<file path="config.mk">
export PLATFORM = sky130hd
export DESIGN_NAME = cache_status_array
export DESIGN_NICKNAME = d
export VERILOG_FILES = /design/src/rtl/cache_status_pkg.sv /design/src/rtl/way_bit_mux.sv /design/src/rtl/cache_status_array.sv
export SDC_FILE = /design/constraint.sdc
export NUM_CORES = 1
export LEC_CHECK = 0
export ABC_AREA = 1
export CORE_AREA = 2 2 106 108
export CTS_BUF_LIST = sky130_fd_sc_hd__clkbuf_4 sky130_fd_sc_hd__clkbuf_8
export DETAILED_ROUTE_END_ITERATION = 6
export DIE_AREA = 0 0 108 110
export HOLD_SLACK_MARGIN = 0.06
export PLACE_DENSITY = 0.76
export SYNTH_ARGS = -nofsm -noshare
export SYNTH_HDL_FRONTEND = slang
export SYNTH_SLANG_ARGS = --single-unit
</file>
<file path="constraint.sdc">
create_clock -name clk -period 1.6 [get_ports clk]
set_input_delay 0.16 -clock clk [delete_from_list [all_inputs] [get_ports clk]]
set_output_delay 0.16 -clock clk [all_outputs]
set_load 0.1 [all_outputs]
</file>
<file path="src/rtl/cache_status_pkg.sv">
// cache_status_pkg: shared FSM state type and default geometry for cache_status_array.
package cache_status_pkg;
   typedef enum logic [1:0] {IDLE, SWEEP, DONE} state_t;
   localparam int CS_WAYS = 4;
   localparam int CS_SETS = 16;
endpackage

</file>
<file path="src/rtl/way_bit_mux.sv">
// way_bit_mux: selects one way's bit out of a WAYS-wide status vector.
module way_bit_mux #(
   parameter int WAYS = 4,
   localparam int WAY_W = $clog2(WAYS)
) (
   input  logic [WAYS-1:0]  vec,
   input  logic [WAY_W-1:0] sel,
   output logic             y
);
   assign y = vec[sel];
endmodule

</file>
<file path="src/rtl/cache_status_array.sv">
// cache_status_array: per-set valid/dirty status store with registered reads and an invalidate-all sweep.
// Dirty array is built only when CACHE_STATUS_DIRTY_EN is defined; otherwise dirty outputs read 0.
module cache_status_array
   import cache_status_pkg::*;
#(
   parameter int WAYS = CS_WAYS,
   parameter int SETS = CS_SETS,
   localparam int WAY_W = $clog2(WAYS),
   localparam int IDX_W = $clog2(SETS)
) (
   input  logic             clk,
   input  logic             rst_n,
   input  logic             rd_en,
   input  logic [IDX_W-1:0] rd_set,
   input  logic [WAY_W-1:0] rd_way,
   output logic             rd_resp,
   output logic [WAYS-1:0]  rd_valid_vec,
   output logic [WAYS-1:0]  rd_dirty_vec,
   output logic             rd_valid_bit,
   output logic             rd_dirty_bit,
   input  logic             wr_en,
   input  logic [IDX_W-1:0] wr_set,
   input  logic [WAY_W-1:0] wr_way,
   input  logic             wr_valid,
   input  logic             wr_dirty,
   input  logic             inv_req,
   output logic             inv_busy,
   output logic             inv_done
);
   state_t           state;
   logic [IDX_W-1:0] cnt;
   logic [WAY_W-1:0] rd_way_q;
   logic [WAYS-1:0]  valid [SETS];
   logic [WAYS-1:0]  valid_nxt;
   logic             wr_ok, wr_hit, clr_hit;
   assign wr_ok   = wr_en && state == IDLE;
   assign wr_hit  = wr_ok && wr_set == rd_set;
   assign clr_hit = state == SWEEP && cnt == rd_set;
   // Read sees this cycle's write or sweep clear (write-first)
   always_comb begin
      valid_nxt = valid[rd_set];
      if (wr_hit) valid_nxt[wr_way] = wr_valid;
      if (clr_hit) valid_nxt = '0;
   end
   always_ff @(posedge clk)
      if (!rst_n)
         for (int s = 0; s < SETS; s++) valid[s] <= '0;
      else begin
         if (state == SWEEP) valid[cnt] <= '0;
         if (wr_ok) valid[wr_set][wr_way] <= wr_valid;
      end
   always_ff @(posedge clk)
      if (!rst_n) begin
         rd_resp      <= 1'b0;
         rd_valid_vec <= '0;
         rd_way_q     <= '0;
      end else begin
         rd_resp <= rd_en;
         if (rd_en) begin
            rd_valid_vec <= valid_nxt;
            rd_way_q     <= rd_way;
         end
      end
   way_bit_mux #(.WAYS(WAYS)) u_valid_mux (.vec(rd_valid_vec), .sel(rd_way_q), .y(rd_valid_bit));
`ifdef CACHE_STATUS_DIRTY_EN
   logic [WAYS-1:0] dirty [SETS];
   logic [WAYS-1:0] dirty_nxt;
   always_comb begin
      dirty_nxt = dirty[rd_set];
      if (wr_hit) dirty_nxt[wr_way] = wr_dirty;
      if (clr_hit) dirty_nxt = '0;
   end
   always_ff @(posedge clk)
      if (!rst_n) begin
         for (int s = 0; s < SETS; s++) dirty[s] <= '0;
         rd_dirty_vec <= '0;
      end else begin
         if (state == SWEEP) dirty[cnt] <= '0;
         if (wr_ok) dirty[wr_set][wr_way] <= wr_dirty;
         if (rd_en) rd_dirty_vec <= dirty_nxt;
      end
   way_bit_mux #(.WAYS(WAYS)) u_dirty_mux (.vec(rd_dirty_vec), .sel(rd_way_q), .y(rd_dirty_bit));
`else
   logic unused_dirty;
   assign unused_dirty = wr_dirty;
   assign rd_dirty_vec = '0;
   assign rd_dirty_bit = 1'b0;
`endif
   // Counter holds at the last set; the terminal compare ends the sweep
   always_ff @(posedge clk)
      if (!rst_n) begin
         state    <= IDLE;
         cnt      <= '0;
         inv_busy <= 1'b0;
         inv_done <= 1'b0;
      end else
         case (state)
            IDLE:
               if (inv_req) begin
                  state    <= SWEEP;
                  cnt      <= '0;
                  inv_busy <= 1'b1;
               end
            SWEEP:
               if (cnt == IDX_W'(SETS - 1)) begin
                  state    <= DONE;
                  inv_done <= 1'b1;
               end else
                  cnt <= cnt + 1'b1;
            DONE: begin
               state    <= IDLE;
               inv_busy <= 1'b0;
               inv_done <= 1'b0;
            end
            default: state <= IDLE;
         endcase
endmodule

</file>
==> results.md <==
- Status: finished with violations
- Failing checks: setup timing
- WL/cell: 14.8 um
- Filler cell count: 932
- Critical path depth: 12
- Clock sinks: 79
- Routed WL: 12500 um
- CP max stage delay: 0.33 ns
- Worst slack at placement: -0.483 ns
- Critical path buffers and inverters: 3
- Synth area leaders: edfxtp_1, nand2_1, nor2_1
- Clock power frac: 31.1%
- Kind of critical path: flop to flop
- Clock Latency Late Sink: 0.38 ns
- Area of the multi-input gates: 2450 um^2
- HPWL Detailed: 8640 um
- Core area: 10700 um^2
- R2r endpoint: valid[14][0]
- Met2 GRT Util: 39.5%
- Syn avg cell area: 7.34 um^2
- Req. time, crit path: 1.70 ns
- RSZ-0062 raised after global routing: yes
- Top-area cell type share of the netlist area: 40.4%
- Worst Min Path Start: rst_n
- Layout area overhead: 27.9%
- PwrDens: 816 nW/um^2
- Sequential Area: 2240 um^2
- Combinational share of power: 21.7%
- TritonCTS buffer count: 9
- Tmin final: 1.83 ns
- First-pass GRT wire length: 19600 um
- Core Rows: 38
- Vias per cell: 5.12
- Post-synthesis register bit count: 79
- Cell mode on critical path: nand2_4
- Net Switching: 1560 uW
- Final hold slack: 0.368 ns
- H-tree Lvls: 3
- Clock skew: 0.0101 ns
- Port bufs: 25
- Hold Path Sink: rd_resp
- Clock tree buffer depth: 2
- Final GP Congestion: 0.899
- TritonCTS clock tree: built
- Final worst path period share: 114%
- Cell Area, Synth: 4750 um^2
- Post-DP Area: 5540 um^2
- Internal power: 3400 uW
- Final WS setup: -0.228 ns
- Busiest layer in global routing: met2
- Drt first pass iters: 5
- Sequential power share: 47.1%
- Clock root cell: clkbuf_8
- CP Max Fanout: 8
- Grt ovf: 0
- GRT Overall Usage: 21.6%
- Highest clock rate: 0.547 GHz
- Crit path launch type: flop
- VDD IR-drop max: 0.461 mV
- Endpoints failing hold: 0
- Die span in y: 110 um
- Worst path slowest cell: dfxtp_2
- Chip width: 108 um
- Seq/Total Area, Yosys: 46.7%
- Critical Path AT: 1.93 ns
- Netlist cell types: 27
- Reg2Reg Setup Slack: -0.23 ns
- Max-cap violations: 0
- Hold Path Class: input pin to flop
- Final net count: 716
- Vias in the first global route: 4163
- Design Area, Final: 6080 um^2
- Switch share: 31.4%
- Reg2Reg Depth: 12
- Synth area leader: edfxtp_1
- Initial antenna violation count: 0
- Hold Buf Count CTS: 0
- Worst setup EP type: flop
- Met1 GRT Util: 24.9%
- Die area: 11900 um^2
- DRC viols: 0
- Pin count of the biggest net entering global routing: 39
- # setup viols final: 128
- Share of cells above drive strength 1: 31.8%
- Crit path max-delay family: simple AND/OR/NAND/NOR gates
- WHS Path Cells: 4
- ANT nets after route: 0
- CTS clk-pin slew, worst paths: 0.09 ns
- Number of antenna cells inserted: 0
- TNS Setup: -18.60 ns
- CP Cell Sequence: inv_2 > nand2_4 > nor2_4 > nand2_4 > buf_12 > nand2_4 > o21ai_4 > inv_2 > nand2_4 > nor2_4 > nand2_2 > nand2_2
- Gate Count Post-Synth: 648
- # IOs: 32
- Initial DRC Count: 313
- Met3 usage: 4.64%
- Max Slew Vio Count: 0
- YS warnings: 0
- Worst reg2reg path startpoint: state[0]
- Routed vias: 4309
- Starting Density: 44.4%
- Leak: 0.00258 uW
per-stage QoR:
step / cells / utilization (%) / power, uW
final: 841 / 56.8 / 4960
after global routing: 841 / 56.8 / 5120
after CTS: 839 / 54.8 / 4920
after detailed placement: 819 / 51.8 / 3370
after global placement: 819 / 51.8 / 3350
after floorplan: 652 / - / 3030
power by group through the flow:
stage,clock network (uW),registers (uW),logic [uW]
detailed placement,0,2380,989
floorplan,0,2440,592
CTS,1560,2340,1030
global placement,0,2380,966
global route,1620,2350,1160
finish,1540,2340,1080
registers in the layout, indices dropped and copies added (netlist names):
| signal | count |
|---|---|
| valid | 64 |
| cnt | 4 |
| rd_valid_vec | 4 |
| rd_way_q | 2 |
| state | 2 |
| inv_busy | 1 |
| inv_done | 1 |
| rd_resp | 1 |
cell families (layout without fill, tap and decap cells):
kind of cell             count (synthesis)  after routing  synth area share, %
other                                    1              5               0.0789
AND/OR/NAND/NOR                        434            434                 39.4
buffers and inverters                  103            152                 9.19
adder cells (fa/ha/maj)                  1              1                0.263
flip-flops                              79             79                 46.7
AO/OA/AOI/OAI                           30             30                 4.32
how the worst max path moves through the flow:
| stage | end | from | slack, ns |
|---|---|---|---|
| global placement | valid[14][1] | wr_en | -0.43 |
| floorplan | valid[13][2] | state[0] | -0.03 |
| finish | valid[14][0] | state[0] | -0.23 |
| detailed placement | valid[2][3] | wr_en | -0.48 |
| CTS | valid[14][1] | state[0] | -0.20 |
| global route | valid[11][0] | state[0] | -0.32 |
Yosys cell counts:
cell / number
a211oi_1: 1
nor2_2: 7
nand2_4: 8
nand2_1: 263
inv_2: 7
edfxtp_1: 64
a21oi_1: 11
o21ai_4: 3
buf_6: 1
o211ai_1: 1
nor3_1: 3
o21ai_0: 9
clkbuf_1: 14
buf_4: 7
nor2_4: 11
inv_1: 60
a32oi_1: 1
dfxtp_1: 15
nand3_1: 52
o22ai_1: 1
ha_1: 1
o21ai_2: 3
nor2_1: 84
conb_1: 1
nand2_2: 6
clkinv_1: 1
buf_2: 13
layer usage:
| metal | share of wire, % | wire, um |
|---|---|---|
| met2 | 52 | 6430 |
| met1 | 38 | 4790 |
| met5 | 0 | 0 |
| met4 | 2.5 | 317 |
| met3 | 7.5 | 938 |
cell usage in the layout (no fill, tap or decap), types with 2 or more instances in the layout:
cell               n
inv_1             60
a21oi_1           11
o21ai_0            9
clkinv_4           3
nor2_4            18
nor3_1             3
nand2_1          175
conb_1             5
nand3_1           52
o21ai_2            3
dfxtp_1            8
buf_4             33
nor2_2            14
clkdlybuf4s50_1   16
inv_2              7
o21ai_4            3
buf_6              2
dfxtp_2            3
nor2_1            70
nand2_4           14
buf_12            16
dfxtp_4            4
nand2_2           88
clkbuf_8           9
edfxtp_1          64
clkinvlp_4         2
worst register-to-register path, delay by kind of cell (launching register included):
family / cells / cell delay, ns
and+or+nand+nor: 8 / 0.82
buffers and inverters: 3 / 0.33
DFF: 1 / 0.33
AOI/OAI and AO/OA: 1 / 0.08
area by class of cell:
class | instances | area share [%]
Sequential cell | 79 | 36.9
Clock inverter | 6 | 1.17
Timing Repair Buffer | 68 | 12.4
Multi-Input combinational cell | 470 | 40.3
Inverter | 68 | 4.20
Clock buffer | 10 | 2.16
Tap cell | 140 | 2.88
repair_timing:
action,CTS,global route
resized for setup,33,77
setup endpoints to repair,128,131
buffers inserted,4,2
pin swaps,27,34
(Power assumes the default switching activity.)
